`src/rtl/ahb_lite_master.sv`:
```
// Single-outstanding AHB-lite initiator: core load/store requests become SINGLE transfers,
// with alignment checking and a stall timeout so a wedged slave cannot hang the core.
module ahb_lite_master #(
  parameter int DATA_W         = 32,
  parameter int TIMEOUT_CYCLES = 16,
  parameter int CNT_W          = 5
) (
  input  logic              clk,
  input  logic              rst,
  input  logic              req_valid,
  output logic              req_ready,
  input  logic              req_write,
  input  logic [DATA_W-1:0] req_addr,
  input  logic [2:0]        req_size,
  input  logic [DATA_W-1:0] req_wdata,
  output logic              rsp_valid,
  output logic [DATA_W-1:0] rsp_rdata,
  output logic              rsp_err,
  output logic              rsp_timeout,
  output logic [DATA_W-1:0] HADDR,
  output logic              HWRITE,
  output logic [2:0]        HSIZE,
  output logic [2:0]        HBURST,
  output logic [1:0]        HTRANS,
  output logic              HMASTLOCK,
  output logic [DATA_W-1:0] HWDATA,
  input  logic [DATA_W-1:0] HRDATA,
  input  logic              HREADY,
  input  logic [1:0]        HRESP
);

  localparam logic [1:0]       HTRANS_IDLE   = 2'b00;
  localparam logic [1:0]       HTRANS_NONSEQ = 2'b10;
  localparam logic [1:0]       HRESP_ERROR   = 2'b01;
  localparam logic [CNT_W-1:0] CNT_LAST      = CNT_W'(TIMEOUT_CYCLES - 1);

  typedef enum logic [1:0] {S_IDLE, S_ADDR, S_DATA} state_t;

  state_t              r_state, w_state;
  logic [1:0]          r_htrans, w_htrans;
  logic [DATA_W-1:0]   r_haddr, w_haddr;
  logic                r_hwrite, w_hwrite;
  logic [2:0]          r_hsize, w_hsize;
  logic [DATA_W-1:0]   r_hwdata, w_hwdata;
  logic [DATA_W-1:0]   r_wdata, w_wdata;
  logic [CNT_W-1:0]    r_cnt, w_cnt;
  logic                r_rsp_valid, w_rsp_valid;
  logic                r_rsp_err, w_rsp_err;
  logic                r_rsp_timeout, w_rsp_timeout;
  logic [DATA_W-1:0]   r_rsp_rdata, w_rsp_rdata;

  function automatic logic f_misaligned(input logic [2:0] size, input logic [1:0] addr_lo);
    return (size > 3'd2) ||
           ((size == 3'd1) && addr_lo[0]) ||
           ((size == 3'd2) && (addr_lo != 2'b00));
  endfunction

  always_comb begin
    w_state       = r_state;
    w_htrans      = r_htrans;
    w_haddr       = r_haddr;
    w_hwrite      = r_hwrite;
    w_hsize       = r_hsize;
    w_hwdata      = r_hwdata;
    w_wdata       = r_wdata;
    w_cnt         = r_cnt;
    w_rsp_valid   = 1'b0;
    w_rsp_err     = 1'b0;
    w_rsp_timeout = 1'b0;
    w_rsp_rdata   = '0;
    unique case (r_state)
      S_IDLE: begin
        if (req_valid) begin
          if (f_misaligned(req_size, req_addr[1:0])) begin
            w_rsp_valid = 1'b1;
            w_rsp_err   = 1'b1;
          end else begin
            w_state  = S_ADDR;
            w_htrans = HTRANS_NONSEQ;
            w_haddr  = req_addr;
            w_hwrite = req_write;
            w_hsize  = req_size;
            w_wdata  = req_wdata;
            w_cnt    = '0;
          end
        end
      end
      S_ADDR: begin
        if (HREADY) begin
          w_state  = S_DATA;
          w_htrans = HTRANS_IDLE;
          w_hwdata = r_hwrite ? r_wdata : '0;
          w_cnt    = '0;
        end else if (r_cnt == CNT_LAST) begin
          w_state       = S_IDLE;
          w_htrans      = HTRANS_IDLE;
          w_cnt         = '0;
          w_rsp_valid   = 1'b1;
          w_rsp_err     = 1'b1;
          w_rsp_timeout = 1'b1;
        end else begin
          w_cnt = r_cnt + 1'b1;
        end
      end
      S_DATA: begin
        // An error response wins regardless of HREADY: the slave may never release it.
        if (HRESP == HRESP_ERROR) begin
          w_state     = S_IDLE;
          w_cnt       = '0;
          w_rsp_valid = 1'b1;
          w_rsp_err   = 1'b1;
        end else if (HREADY) begin
          w_state     = S_IDLE;
          w_cnt       = '0;
          w_rsp_valid = 1'b1;
          w_rsp_rdata = r_hwrite ? '0 : HRDATA;
        end else if (r_cnt == CNT_LAST) begin
          w_state       = S_IDLE;
          w_cnt         = '0;
          w_rsp_valid   = 1'b1;
          w_rsp_err     = 1'b1;
          w_rsp_timeout = 1'b1;
        end else begin
          w_cnt = r_cnt + 1'b1;
        end
      end
      default: w_state = S_IDLE;
    endcase
  end

  always_ff @(posedge clk) begin
    if (rst) begin
      r_state       <= S_IDLE;
      r_htrans      <= HTRANS_IDLE;
      r_haddr       <= '0;
      r_hwrite      <= 1'b0;
      r_hsize       <= 3'd0;
      r_hwdata      <= '0;
      r_wdata       <= '0;
      r_cnt         <= '0;
      r_rsp_valid   <= 1'b0;
      r_rsp_err     <= 1'b0;
      r_rsp_timeout <= 1'b0;
      r_rsp_rdata   <= '0;
    end else begin
      r_state       <= w_state;
      r_htrans      <= w_htrans;
      r_haddr       <= w_haddr;
      r_hwrite      <= w_hwrite;
      r_hsize       <= w_hsize;
      r_hwdata      <= w_hwdata;
      r_wdata       <= w_wdata;
      r_cnt         <= w_cnt;
      r_rsp_valid   <= w_rsp_valid;
      r_rsp_err     <= w_rsp_err;
      r_rsp_timeout <= w_rsp_timeout;
      r_rsp_rdata   <= w_rsp_rdata;
    end
  end

  assign req_ready   = (r_state == S_IDLE);
  assign rsp_valid   = r_rsp_valid;
  assign rsp_rdata   = r_rsp_rdata;
  assign rsp_err     = r_rsp_err;
  assign rsp_timeout = r_rsp_timeout;
  assign HADDR       = r_haddr;
  assign HWRITE      = r_hwrite;
  assign HSIZE       = r_hsize;
  assign HBURST      = 3'b000;
  assign HTRANS      = r_htrans;
  assign HMASTLOCK   = 1'b0;
  assign HWDATA      = r_hwdata;

endmodule

```
`config.mk`:
```
export PLATFORM = sky130hd
export DESIGN_NAME = ahb_lite_master
export DESIGN_NICKNAME = d
export VERILOG_FILES = /design/src/rtl/ahb_lite_master.sv
export SDC_FILE = /design/constraint.sdc
export NUM_CORES = 1
export LEC_CHECK = 0
export ABC_AREA = 1
export CAP_MARGIN = 25
export CORE_MARGIN = 3
export CORE_UTILIZATION = 44
export CTS_BUF_LIST = sky130_fd_sc_hd__clkbuf_8
export DETAILED_ROUTE_END_ITERATION = 7
export GPL_TIMING_DRIVEN = 0
export MAX_ROUTING_LAYER = met4
export PLACE_DENSITY = 0.93
export SLEW_MARGIN = 15
export SYNTH_ARGS = -nofsm -noshare
export SYNTH_HDL_FRONTEND = slang
export SYNTH_SLANG_ARGS = --single-unit
```
`constraint.sdc`:
```
create_clock -name clk -period 1.92 [get_ports clk]
set_input_delay 0.192 -clock clk [delete_from_list [all_inputs] [get_ports clk]]
set_output_delay 0.192 -clock clk [all_outputs]
set_load 0.03 [all_outputs]
```
**Word level (Yosys, flattened, before mapping)**

Index checks and enable logic that the tools add are counted.

- $add $sub $neg: 1
- $lt $le $gt $ge: 1
- Eq/ne operators: 9
- Muxes and demuxes: 30
- Reductions and logical operators: 14
- Divide/modulo/power cells: 0
- Bitwise logic cells: 3
- Shifts and indexed selects: 0
- Multipliers: 0

Operators by type and width:

| kind | number |
|---|---|
| 32-bit two-way mux | 1 |
| 5-bit two-way mux | 5 |
| 2-bit two-way mux | 10 |
| 5-bit one-hot mux with 3 select lines | 1 |
| 1-bit two-way mux | 8 |
| 1-bit one-hot mux with 3 select lines | 2 |
| 2-bit one-hot mux with 3 select lines | 1 |
| 3-bit AND reduction | 2 |
| 5-bit by 1-bit adder with 5-bit output (second input constant) | 1 |
| 5-bit by 4-bit equality test with 1-bit output (second input constant) | 1 |
| 5-bit OR reduction | 1 |
| 2-bit by 1-bit equality test with 1-bit output (second input constant) | 2 |
| 2-bit inequality test (second input constant) | 2 |
| 2-bit one-hot mux with 2 select lines | 1 |
| 2-bit AND reduction | 2 |
| 4-bit AND reduction | 1 |
| 2-bit nonzero test | 2 |
| 3-bit by 1-bit equality test with 1-bit output (second input constant) | 1 |
| 3-bit by 2-bit equality test with 1-bit output (second input constant) | 1 |
| 3-bit by 2-bit > comparator with 1-bit output (second input constant) | 1 |
| 3-bit inequality test (second input constant) | 1 |
| 1-bit inverter | 3 |
| 3-bit nonzero test | 1 |
| 2-bit equality test (second input constant) | 1 |
| other kinds (4) | 6 |

- Latch bits: 0
- Bits in registers: 144
- Memory bits (read-only): 0
- Output and inout port bits: 110
- Memories: 0
- Memory bits (writable): 0

**Longest topological paths before layout**

Gate-level depths: netlist of run 1.

- Word-level depth: 7
- Gate-level depth with buffers: 10

**Least setup slack after synthesis of run 1**

OpenSTA, ideal clock, no wires.

- Kind: flip-flop to flip-flop
- Start point: reg r_state[0]
- End point: reg r_haddr[28] (netlist: HADDR[28])
- Arrival: 1.671 ns
- Buffers on the path: 2
- Library setup time: 0.116 ns
- Stages on the path, launching flop included: 10
- Period minus slack after synthesis: 1.786 ns
- Path slack: 0.134 ns
- Cell sequence: dfxtp_1 > inv_1 > ha_1 > nand2_1 > nor2_4 > inv_1 > buf_4 > buf_2 > nor2_1 > nor2_1

- Longest elaborated chain between the ends: 2

Ends and longest elaborated chain:

| item | line | text |
|---|---|---|
| start: declaration | 39 | `state_t r_state, w_state;` |
| start signal: assignment | 146 | `r_state <= w_state;` |
| 2-bit zero test | n/a |  |
| net req_ready | 11 | `output logic req_ready,` |
| 3-bit AND reduction (no source line) | n/a |  |
| end signal: assignment | 148 | `r_haddr <= w_haddr;` |
| end: declaration | 41 | `logic [DATA_W-1:0] r_haddr, w_haddr;` |

The timed path passes the listed nets, and every way through them passes these cells.
A chain may end at the register's enable or synchronous reset.

**Worst setup path in the final report of run 1**

- Start point: reg r_state[1]
- End point: reg r_wdata[22]

- Longest elaborated chain between the ends: 2

Ends and longest elaborated chain:

| item | line | text |
|---|---|---|
| 2-bit zero test | 71 | `unique case (r_state)` |
| 3-bit AND reduction (no source line) | n/a |  |
| end signal: assignment | 152 | `r_wdata <= w_wdata;` |
| end: declaration | 45 | `logic [DATA_W-1:0] r_wdata, w_wdata;` |

No other way between the ends.

==> Flow_metrics.wiki, run 1 <==
{| class="wikitable"
! Metric !! Value
|-
| Fraction of final layout cells with drive strength greater than 1 || 10.3%
|-
| Final setup violation count || 0
|-
| Setup Slack @ Placement || -175 ps
|-
| Routed via count divided by cell count || 4.84
|-
| Placer congestion estimate || 0.870
|-
| Count of pins over their slew limit || 0
|-
| Final hold vios || 0
|-
| Outcome || finished clean
|-
| IR Drop Worst-Case VDD || 913 uV
|-
| Full die area || 0.0134 mm2
|-
| Worst hold path endpoint || rsp_rdata[29]
|-
| Launch point of the critical path || r_state[1]
|-
| Clock tree from TritonCTS || yes
|-
| Maximum clock path buffer count || 2
|-
| Overall power of the completed layout || 0.00705 W
|-
| Area of the core region || 0.0116 mm2
|-
| PortBufs || 210
|-
| Mean post-synth cell area || 8.13 um2
|-
| Total number of yosys warnings || 0
|-
| Tcrit/Tclk final || 91.1%
|-
| Clock buffers created by TritonCTS || 17
|-
| Clock net sink count || 143
|-
| Clock-pin slew on the worst setup and hold paths || 80 ps
|-
| Worst Hold Slack || 292 ps
|-
| Worst reg2reg path endpoint || r_wdata[22]
|-
| Fraction of the yosys area taken by sequential cells || 54.2%
|-
| Number of antenna violations at the first check in global routing || 0
|-
| Synth unique cells || 26
|-
| All-layer global routing usage || 23.5%
|-
| Synthesized instance count || 650
|-
| Post-layout worst setup margin || 170 ps
|-
| Number of standard-cell rows in the floorplan || 39
|-
| Class of the most critical hold timing path || in2reg
|-
| Dominant combinational cell family by area after synthesis || simple AND/OR/NAND/NOR gates
|-
| Reg2reg path depth || 8
|-
| Worst R2R Start || r_state[1]
|-
| Cell area after technology mapping || 0.00528 mm2
|-
| DRT Pass-1 Iters || 7
|-
| Arithmetic-cell share of the synthesized area counting full adders, half adders and majority gates || 1.18%
|-
| Min Clock Period, post-route || 1750 ps
|-
| Die Span X || 116 um
|-
| Grt ovf || 0
|-
| Routed length per placed instance || 14.4 um
|-
| Die boundary height || 116 um
|-
| Achievable frequency || 0.571 GHz
|-
| Worst-skew pair later-pin latency || 430 ps
|-
| Crit end category || flop
|-
| # DRC || 0
|-
| DRC marker count from the first detailed-route iteration || 278
|-
| Number of nets with antenna violations after routing || 0
|-
| Total power divided by cell area || 871 mW/mm2
|-
| Hold Buf Count CTS || 0
|-
| Critical Path Fanout Max || 11
|-
| Worst slew margin relative to its limit || 66.3%
|-
| Actual transition at the worst max-transition pin || 506 ps
|-
| H-tree depth || 4
|-
| Number of antenna diodes || 0
|-
| Kind of start point of the critical path || flop
|-
| Synthesized-area fraction occupied by xor and xnor cells || 0.166%
|-
| Max-cap violations || 0
|-
| Minimum setup slack among reg-to-reg paths || 170 ps
|-
| Number of nets in the layout || 995
|-
| Total number of vias || 5,033
|-
| Area fraction in compound gates after synthesis || 10.7%
|-
| Setup CP Type || reg2reg
|-
| Clock tree root driver cell || sky130_fd_sc_hd__clkbuf_8
|-
| Wire length of the first global-routing pass || 23.7 mm
|-
| Startpoint of the most critical hold path || HRDATA[29]
|-
| Pin count of the biggest net entering global routing || 17
|-
| RSZ-0062 raised after global routing || false
|-
| HPWL after detailed placement || 11.2 mm
|-
| Total of flip-flops plus latches after synthesis || 143
|-
| Data arrival at the endpoint of the critical path || 2100 ps
|-
| Required time at the worst-slack endpoint || 2270 ps
|-
| Post-Synth Simple-Gate Area || 24.9%
|-
| Leakage || 3.35 nW
|-
| Detailed-route wire length || 15.0 mm
|-
| Clock Skews || 12.6 ps
|-
| Starting utilization of the core area || 45.7%
|-
| Layout overhead on the synthesized area || 53.3%
|-
| Ports || 216
|-
| Fraction of synthesized area in multiplexers || 0%
|-
| Number of global-route vias before repair || 5,003
|-
| Cell depth of the worst min-delay path || 3
|}
-- Yosys cell counts --
cell type | count | area (um2)
sky130_fd_sc_hd__nand2_1 | 66 | 248
sky130_fd_sc_hd__clkbuf_1 | 26 | 97.6
sky130_fd_sc_hd__a31o_2 | 1 | 8.76
sky130_fd_sc_hd__buf_4 | 7 | 52.6
sky130_fd_sc_hd__a21oi_1 | 38 | 190
sky130_fd_sc_hd__ha_1 | 5 | 62.6
sky130_fd_sc_hd__buf_12 | 2 | 40.0
sky130_fd_sc_hd__nand4_1 | 2 | 12.5
sky130_fd_sc_hd__nor2_2 | 16 | 100
sky130_fd_sc_hd__conb_1 | 1 | 3.75
sky130_fd_sc_hd__a31oi_1 | 1 | 6.26
sky130_fd_sc_hd__o21bai_1 | 1 | 7.51
sky130_fd_sc_hd__inv_1 | 52 | 195
sky130_fd_sc_hd__dfxtp_1 | 143 | 2860
sky130_fd_sc_hd__nor2_4 | 15 | 169
sky130_fd_sc_hd__o21ai_0 | 70 | 350
sky130_fd_sc_hd__nor2_1 | 146 | 548
sky130_fd_sc_hd__nand3_1 | 42 | 210
sky130_fd_sc_hd__or4_4 | 1 | 11.3
sky130_fd_sc_hd__nor3_1 | 3 | 15.0
sky130_fd_sc_hd__buf_6 | 5 | 56.3
sky130_fd_sc_hd__xor2_1 | 1 | 8.76
sky130_fd_sc_hd__buf_2 | 2 | 10.0
sky130_fd_sc_hd__buf_1 | 2 | 7.51
sky130_fd_sc_hd__clkinv_1 | 1 | 3.75
sky130_fd_sc_hd__inv_2 | 1 | 3.75
-- routing by layer --
metal  vias up  part of all wire (%)  GRT usage, %
met4         0                   1.9          8.53
met1      2299                    43          26.9
met3        18                   7.6          6.84
met5         -                     0             -
met2       207                    48          39.0
li1       2509                     -             -
-- area by class of cell --
class	count	area, um2
Tap cell	143	179
Clock inverter	9	176
Buffer	42	265
Inverter	54	203
Timing Repair Buffer	213	2120
Multi-Input combinational cell	413	1970
Clock buffer	23	317
Fill cell	867	3470
Sequential cell	143	2860
-- layout by cell type, fill, tap and decap left out, drive strengths merged, types with 2 or more instances in the layout --
cell	synthesis	layout
ha	5	5
nor2	177	177
o21ai	70	70
clkinv	1	3
bufinv	0	5
buf	18	21
nand4	2	2
nor3	3	3
clkbuf	26	47
nand3	42	42
clkdlybuf4s50	0	209
dfxtp	143	143
inv	53	55
conb	1	5
a21oi	38	38
nand2	66	66
-- critical path: stages (launching register included) --
cell                      delay [ps]
sky130_fd_sc_hd__dfxtp_1         360
sky130_fd_sc_hd__inv_1           110
sky130_fd_sc_hd__ha_2            230
sky130_fd_sc_hd__nand2_1         120
sky130_fd_sc_hd__nor2_4          170
sky130_fd_sc_hd__buf_4           210
sky130_fd_sc_hd__buf_2           260
sky130_fd_sc_hd__o21ai_0         110
sky130_fd_sc_hd__nor2_1          110
-- timing repair --
action                                  4_1_cts  5_1_grt
resized for setup                             1       15
endpoints found under the setup margin       15       80
pin swaps                                     1        0
setup buffers                                 3        0
-- power by group --
group | switching, W | internal [W] | total (W) | leakage, nW
logic | 0.000583 | 0.000456 | 0.00104 | 1.94
registers | 0.0000678 | 0.00309 | 0.00316 | 1.16
clock network | 0.00109 | 0.00176 | 0.00285 | 0.254
-- through the flow --
step | utilization [%] | TNS (ps) | area (um2) | instances
2_1_floorplan | - | 0 | 5300 | 654
3_3_place_gp | 65.5 | -5070 | 7580 | 1007
3_5_place_dp | 65.5 | -6440 | 7580 | 1007
4_1_cts | 70.0 | 0 | 8090 | 1042
5_1_grt | 70.0 | 0 | 8100 | 1040
6_report | 70.0 | 0 | 8100 | 1040
-- registers in the layout, summed over array words and instances (netlist names) --
name         count
HSIZE            3
HTRANS           1
rsp_valid        1
rsp_rdata       32
r_state          2
HWRITE           1
r_cnt            5
r_wdata         32
HADDR           32
rsp_err          1
HWDATA          32
rsp_timeout      1
-- worst max-delay path by stage --
stage	endpoint	slack [ps]	depth (start not counted)
floorplan	HADDR[28]	130	9
global placement	r_wdata[1]	-140	11
detailed placement	HADDR[22]	-180	11
CTS	HWDATA[24]	40	7
global route	r_wdata[19]	5	8
finish	r_wdata[22]	170	8
-- cells by family (layout without fill, tap and decap cells) --
family                     Yosys count  count (layout)
adders and majority gates            5               5
buffers and inverters               98             341
AOI/OAI and AO/OA                  111             111
DFF                                143             143
and+or+nand+nor                    291             291
other                                1               5
xor gates and xnor gates             1               1
Power figures use the tool's default switching activity.
==> inputs of run 2 (changes only) <==
--- a/config.mk
+++ b/config.mk
@@ -14,6 +14,7 @@
 export GPL_TIMING_DRIVEN = 0
 export MAX_ROUTING_LAYER = met4
 export PLACE_DENSITY = 0.93
+export SKIP_CTS_REPAIR_TIMING = 1
 export SLEW_MARGIN = 15
 export SYNTH_ARGS = -nofsm -noshare
 export SYNTH_HDL_FRONTEND = slang
==> Flow_metrics.wiki, run 2 (synthesized netlist as in run 1, its figures left out) <==
{| class="wikitable"
! Metric !! Value
|-
| All-layer global routing usage || 23.4% (about the same)
|-
| Routed via count divided by cell count || 4.80 (-0.73%)
|-
| Clock net sink count || 143 (unchanged)
|-
| Launch point of the critical path || r_state[1]
|-
| Ports || 216 (unchanged)
|-
| RSZ-0062 raised after global routing || true
|-
| Tcrit/Tclk final || 92.1% (+0.95 points)
|-
| Worst hold path endpoint || rsp_rdata[29]
|-
| DRT Pass-1 Iters || 4 (-3)
|-
| Final setup violation count || 0 (unchanged)
|-
| Area of combinational cells with multiple inputs || 0.00197 mm2 (-0.13%)
|-
| Die Span X || 116 um (unchanged)
|-
| Number of nets with antenna violations after routing || 0 (unchanged)
|-
| Count of cell instances traversed by the critical path || 9 (+1)
|-
| Post-route design area || 0.00810 mm2 (about the same)
|-
| Wire length of the first global-routing pass || 23.7 mm (-0.32%)
|-
| Data arrival at the endpoint of the critical path || 2090 ps (about the same)
|-
| Actual transition at the worst max-transition pin || 520 ps (+14.1 ps)
|-
| List of cells traversed by the critical path || inv_1 > ha_1 > nand2_1 > nor2_4 > inv_1 > buf_4 > buf_4 > nor2_1 > nor2_1
|-
| Achievable frequency || 0.566 GHz (-1.0%)
|-
| Clock buffers created by TritonCTS || 17 (unchanged)
|-
| Worst R2R Start || r_state[1]
|-
| Worst slew margin relative to its limit || 65.3% (-0.94 points)
|-
| Clock tree from TritonCTS || yes
|-
| Maximum clock path buffer count || 2 (unchanged)
|-
| Number of global-route vias before repair || 4,984 (-0.38%)
|-
| Critical Path Fanout Max || 10 (-1)
|-
| IR Drop Worst-Case VDD || 956 uV (+4.7%)
|-
| Buffers & Inverters on Critical Path || 4 (+1)
|-
| Minimum setup slack among reg-to-reg paths || 150 ps (-20 ps)
|-
| Number of filler instances in the final layout || 860 (-0.81%)
|-
| Starting utilization of the core area || 45.7% (unchanged)
|-
| # DRC || 0 (unchanged)
|-
| Count of pins over their slew limit || 0 (unchanged)
|-
| Clock-pin slew on the worst setup and hold paths || 80 ps (about the same)
|-
| Kind of start point of the critical path || flop
|-
| Clock Skews || 12.2 ps (-0.411 ps)
|-
| Post-layout worst setup margin || 152 ps (-18.3 ps)
|-
| Cell depth of the worst min-delay path || 3 (unchanged)
|-
| Overall power of the completed layout || 0.00705 W (about the same)
|-
| Min Clock Period, post-route || 1770 ps (+18.3 ps)
|-
| Setup Slack @ Placement || -175 ps (unchanged)
|-
| Routed length per placed instance || 14.4 um (-0.26%)
|-
| Number of nets in the layout || 996 (+0.10%)
|-
| Final hold vios || 0 (unchanged)
|-
| H-tree depth || 4 (unchanged)
|-
| Post-DP Area || 0.00758 mm2 (unchanged)
|-
| Library cell contributing the largest single delay on the critical path || sky130_fd_sc_hd__dfxtp_1
|-
| Leakage || 3.37 nW (+0.40%)
|-
| Max-cap violations || 0 (unchanged)
|-
| Reg2reg path depth || 9 (+1)
|-
| Outcome || finished clean
|-
| HPWL after detailed placement || 11.2 mm (unchanged)
|-
| Die boundary height || 116 um (unchanged)
|-
| Number of antenna violations at the first check in global routing || 0 (unchanged)
|-
| Number of standard-cell rows in the floorplan || 39 (unchanged)
|-
| Post-placement cell count || 1,007 (unchanged)
|-
| Seq. cell area || 0.00286 mm2 (unchanged)
|-
| Stage delay of the slowest cell on the critical path || 350 ps (about the same)
|-
| Most frequent standard cell in the layout excluding fill and tap cells || sky130_fd_sc_hd__clkdlybuf4s50_1
|-
| Detailed-route wire length || 15.0 mm (-0.17%)
|-
| Class of the most critical hold timing path || in2reg
|-
| Placer congestion estimate || 0.870 (unchanged)
|-
| Grt ovf || 0 (unchanged)
|-
| Total power divided by cell area || 870 mW/mm2 (about the same)
|-
| Worst-skew pair later-pin latency || 420 ps (about the same)
|-
| Number of antenna diodes || 0 (unchanged)
|-
| Non-filler instance count after layout || 1,041 (+0.096%)
|-
| Full die area || 0.0134 mm2 (unchanged)
|-
| Pin count of the biggest net entering global routing || 17 (unchanged)
|-
| Clock tree root driver cell || sky130_fd_sc_hd__clkbuf_8
|-
| Startpoint of the most critical hold path || HRDATA[29]
|-
| DRC marker count from the first detailed-route iteration || 277 (-0.36%)
|-
| Worst reg2reg path endpoint || r_wdata[16]
|-
| Layout overhead on the synthesized area || 53.4% (about the same)
|-
| Crit end category || flop
|-
| PortBufs || 210 (unchanged)
|-
| Total number of vias || 5,001 (-0.64%)
|-
| Setup CP Type || reg2reg
|-
| Fraction of final layout cells with drive strength greater than 1 || 10.4% (+0.10 points)
|-
| Required time at the worst-slack endpoint || 2240 ps (-30 ps)
|-
| Area of the core region || 0.0116 mm2 (unchanged)
|-
| Most used cells in the layout excluding fill and tap cells || sky130_fd_sc_hd__clkdlybuf4s50_1, sky130_fd_sc_hd__nor2_1, sky130_fd_sc_hd__dfxtp_1
|-
| CP delay by family, top || buffers and inverters
|}
## run 2: cell count changes in the layout (fill, tap and decap cells not counted)
| cell | previous run | this run |
|---|---|---|
| sky130_fd_sc_hd__dlygate4sd2_1 | 1 | 0 |
| sky130_fd_sc_hd__clkbuf_1 | 17 | 16 |
| sky130_fd_sc_hd__ha_1 | 4 | 5 |
| sky130_fd_sc_hd__clkbuf_2 | 7 | 8 |
| sky130_fd_sc_hd__dlymetal6s2s_1 | 0 | 1 |
| sky130_fd_sc_hd__ha_2 | 1 | 0 |
| sky130_fd_sc_hd__buf_2 | 2 | 3 |
## run 2: report_power, final
group | internal, W | total [W] | switching (W)
logic | 0.000458 | 0.00104 | 0.000583
registers | 0.00309 | 0.00316 | 0.0000674
clock network | 0.00176 | 0.00285 | 0.00109
total | 0.00531 | 0.00705 | 0.00174
## run 2: final cells by class
| cell class | count | share of cell area, % |
|---|---|---|
| Sequential cell | 143 | 35.3 |
| Timing Repair Buffer | 213 | 26.3 |
| Multi-Input combinational cell | 413 | 24.3 |
| Clock buffer | 23 | 3.91 |
| Buffer | 43 | 3.35 |
| Inverter | 54 | 2.50 |
| Tap cell | 143 | 2.21 |
| Clock inverter | 9 | 2.18 |
## run 2: worst max path at each step
stage / to / slack (ps)
finish: r_wdata[16] / 150
global route: r_wdata[6] / -7
CTS: req_ready / -160
detailed placement: HADDR[22] / -180
global placement: r_wdata[1] / -140
floorplan: HADDR[28] / 130
## run 2: tightest hold or removal path, stage by stage
cell and delay [ps]:
sky130_fd_sc_hd__clkdlybuf4s50_1 390, sky130_fd_sc_hd__inv_1 60, sky130_fd_sc_hd__nor2_2 30
## run 2: per-layer routing
metal,up-vias,routed length [um],share of wire (%),global-route usage (%)
met3,22,1140,7.6,6.79
met4,0,333,2.2,8.53
met2,202,7130,48,38.9
met5,-,0,0,-
met1,2265,6390,43,27.0
li1,2512,-,-,-
## run 2: metrics by stage
step	util, %	hold WS (ps)	TNS (ps)
6_report	70.1	295	0
5_1_grt	70.1	291	-7.43
4_1_cts	69.8	263	-301
3_5_place_dp	65.5	441	-6440
3_3_place_gp	65.5	433	-5070
2_1_floorplan	-	304	0
==> inputs of run 3 (changes only) <==
--- a/config.mk
+++ b/config.mk
@@ -7,7 +7,6 @@
 export LEC_CHECK = 0
 export ABC_AREA = 1
 export CAP_MARGIN = 25
-export CORE_MARGIN = 3
 export CORE_UTILIZATION = 44
 export CTS_BUF_LIST = sky130_fd_sc_hd__clkbuf_8
 export DETAILED_ROUTE_END_ITERATION = 7
==> Flow_metrics.wiki, run 3 (synthesized netlist as in run 1, its figures left out) <==
{| class="wikitable"
! Metric !! Value
|-
| Outcome || finished, violations left
|-
| Violated checks || design-rule violations
|-
| Clock buffers created by TritonCTS || 17 (unchanged)
|-
| Setup Slack @ Placement || -154 ps (+21.6 ps)
|-
| Clock Skews || 9.71 ps (-2.49 ps)
|-
| Post-layout worst setup margin || 158 ps (+6.32 ps)
|-
| Ports || 216 (unchanged)
|-
| PortBufs || 210 (unchanged)
|-
| Max-cap violations || 0 (unchanged)
|-
| Clock tree from TritonCTS || yes
|-
| Critical Path Fanout Max || 10 (unchanged)
|-
| Routed length per placed instance || 14.4 um (+0.11%)
|-
| Number of nets in the layout || 994 (-0.20%)
|-
| Starting utilization of the core area || 45.7% (unchanged)
|-
| All-layer global routing usage || 25.4% (+2.0 points)
|-
| Total power divided by cell area || 863 mW/mm2 (-0.79%)
|-
| Crit end category || flop
|-
| Worst-skew pair later-pin latency || 430 ps (about the same)
|-
| Die Span X || 112 um (-3.5%)
|-
| DRC marker count from the first detailed-route iteration || 316 (+14%)
|-
| Final setup violation count || 0 (unchanged)
|-
| Data arrival at the endpoint of the critical path || 2080 ps (about the same)
|-
| H-tree depth || 4 (unchanged)
|-
| Leakage || 3.33 nW (-0.96%)
|-
| Achievable frequency || 0.568 GHz (+0.36%)
|-
| Post-route design area || 0.00810 mm2 (about the same)
|-
| Class of the most critical hold timing path || in2reg
|-
| Number of filler instances in the final layout || 873 (+1.5%)
|-
| Placer congestion estimate || 0.885 (+1.8%)
|-
| Grt ovf || 0 (unchanged)
|-
| # DRC || 20 (+20)
|-
| Fraction of final layout cells with drive strength greater than 1 || 10.2% (-0.20 points)
|-
| Setup CP Type || reg2reg
|-
| Area of the core region || 0.0116 mm2 (unchanged)
|-
| Wire length of the first global-routing pass || 24.0 mm (+1.3%)
|-
| Number of antenna diodes || 0 (unchanged)
|-
| Total number of vias || 5,086 (+1.7%)
|-
| Min Clock Period, post-route || 1760 ps (-6.32 ps)
|-
| Post-DP Area || 0.00758 mm2 (unchanged)
|-
| Tcrit/Tclk final || 91.8% (-0.33 points)
|-
| Clock-pin slew on the worst setup and hold paths || 80 ps (about the same)
|-
| HPWL after detailed placement || 10.9 mm (-3.1%)
|-
| Layout Utilization || 70.0% (about the same)
|-
| Pin count of the biggest net entering global routing || 17 (unchanged)
|-
| Setup TNS || 0 ps (unchanged)
|-
| Count of pins over their slew limit || 0 (unchanged)
|-
| Layout overhead on the synthesized area || 53.3% (about the same)
|-
| Worst slew margin relative to its limit || 63.7% (-1.7 points)
|-
| Final hold vios || 0 (unchanged)
|-
| Required time at the worst-slack endpoint || 2240 ps (about the same)
|-
| Most frequent standard cell in the layout excluding fill and tap cells || sky130_fd_sc_hd__clkdlybuf4s50_1
|-
| Die boundary height || 112 um (-3.5%)
|-
| Number of nets with antenna violations after routing || 0 (unchanged)
|-
| Routed via count divided by cell count || 4.90 (+1.9%)
|-
| DRT Pass-1 Iters || 7 (+3)
|-
| Number of global-route vias before repair || 5,047 (+1.3%)
|-
| Most used cells in the layout excluding fill and tap cells || sky130_fd_sc_hd__clkdlybuf4s50_1, sky130_fd_sc_hd__nor2_1, sky130_fd_sc_hd__dfxtp_1
|-
| Number of antenna violations at the first check in global routing || 0 (unchanged)
|-
| Full die area || 0.0124 mm2 (-6.8%)
|-
| Actual transition at the worst max-transition pin || 545 ps (+25.1 ps)
|-
| Clock net sink count || 143 (unchanged)
|-
| IR Drop Worst-Case VDD || 750 uV (-22%)
|-
| Maximum clock path buffer count || 2 (unchanged)
|-
| Kind of start point of the critical path || flop
|-
| Minimum setup slack among reg-to-reg paths || 160 ps (about the same)
|-
| Clock tree root driver cell || sky130_fd_sc_hd__clkbuf_8
|-
| Overall power of the completed layout || 0.00699 W (-0.85%)
|-
| Number of standard-cell rows in the floorplan || 39 (unchanged)
|-
| Detailed-route wire length || 15.0 mm (about the same)
|}
==> run 3: power by group <==
part | internal [W] | leakage (nW) | switching [W]
clock | 0.00166 | 0.237 | 0.00111
sequential | 0.00309 | 1.16 | 0.0000677
combinational | 0.000468 | 1.94 | 0.000595
==> run 3: worst paths after layout <==
| kind | cells past startpoint | startpoint | to |
|---|---|---|---|
| worst max-delay path | 9 | r_state[1] | r_wdata[0] |
| worst min-delay path | 3 | HRDATA[7] | rsp_rdata[7] |
| worst max register to register | 9 | r_state[1] | r_wdata[0] |
| worst min register to register | 2 | HTRANS[1] | HTRANS[1] |
==> run 3: cell type report <==
class                   instances  area (um2)  share of cell area (%)
multi-input cells             413        1980                    24.4
inverters                      54         203                    2.50
well taps                     143         179                    2.21
plain buffers                  42         263                    3.24
flip-flops and latches        143        2860                    35.4
repair buffers                212        2130                    26.3
clock inverters                 8         149                    1.84
clock buffers                  24         330                    4.08
==> run 3: routing by layer <==
layer	global-route usage, %	share of wire (%)	wire length [um]
met1	27.1	40	6060
met2	44.1	49	7380
met3	7.24	7.9	1180
met4	10.8	2.4	355
met5	-	0	0
==> run 3: per-stage QoR <==
step           hold slack (ps)  std cells
6_report                   290       1039
5_1_grt                    275       1039
4_1_cts                    262       1039
3_5_place_dp               440       1007
3_3_place_gp               435       1007
2_1_floorplan              304        654
==> run 3: worst max-delay path, cell delays in order, from the launching register on <==
cell and delay, ps:
sky130_fd_sc_hd__dfxtp_1 350, sky130_fd_sc_hd__inv_1 140, sky130_fd_sc_hd__ha_4 180, sky130_fd_sc_hd__nand2_1 100
sky130_fd_sc_hd__nor2_4 210, sky130_fd_sc_hd__inv_1 100, sky130_fd_sc_hd__buf_4 200, sky130_fd_sc_hd__buf_2 190
sky130_fd_sc_hd__nor2_1 120, sky130_fd_sc_hd__nor2_1 60
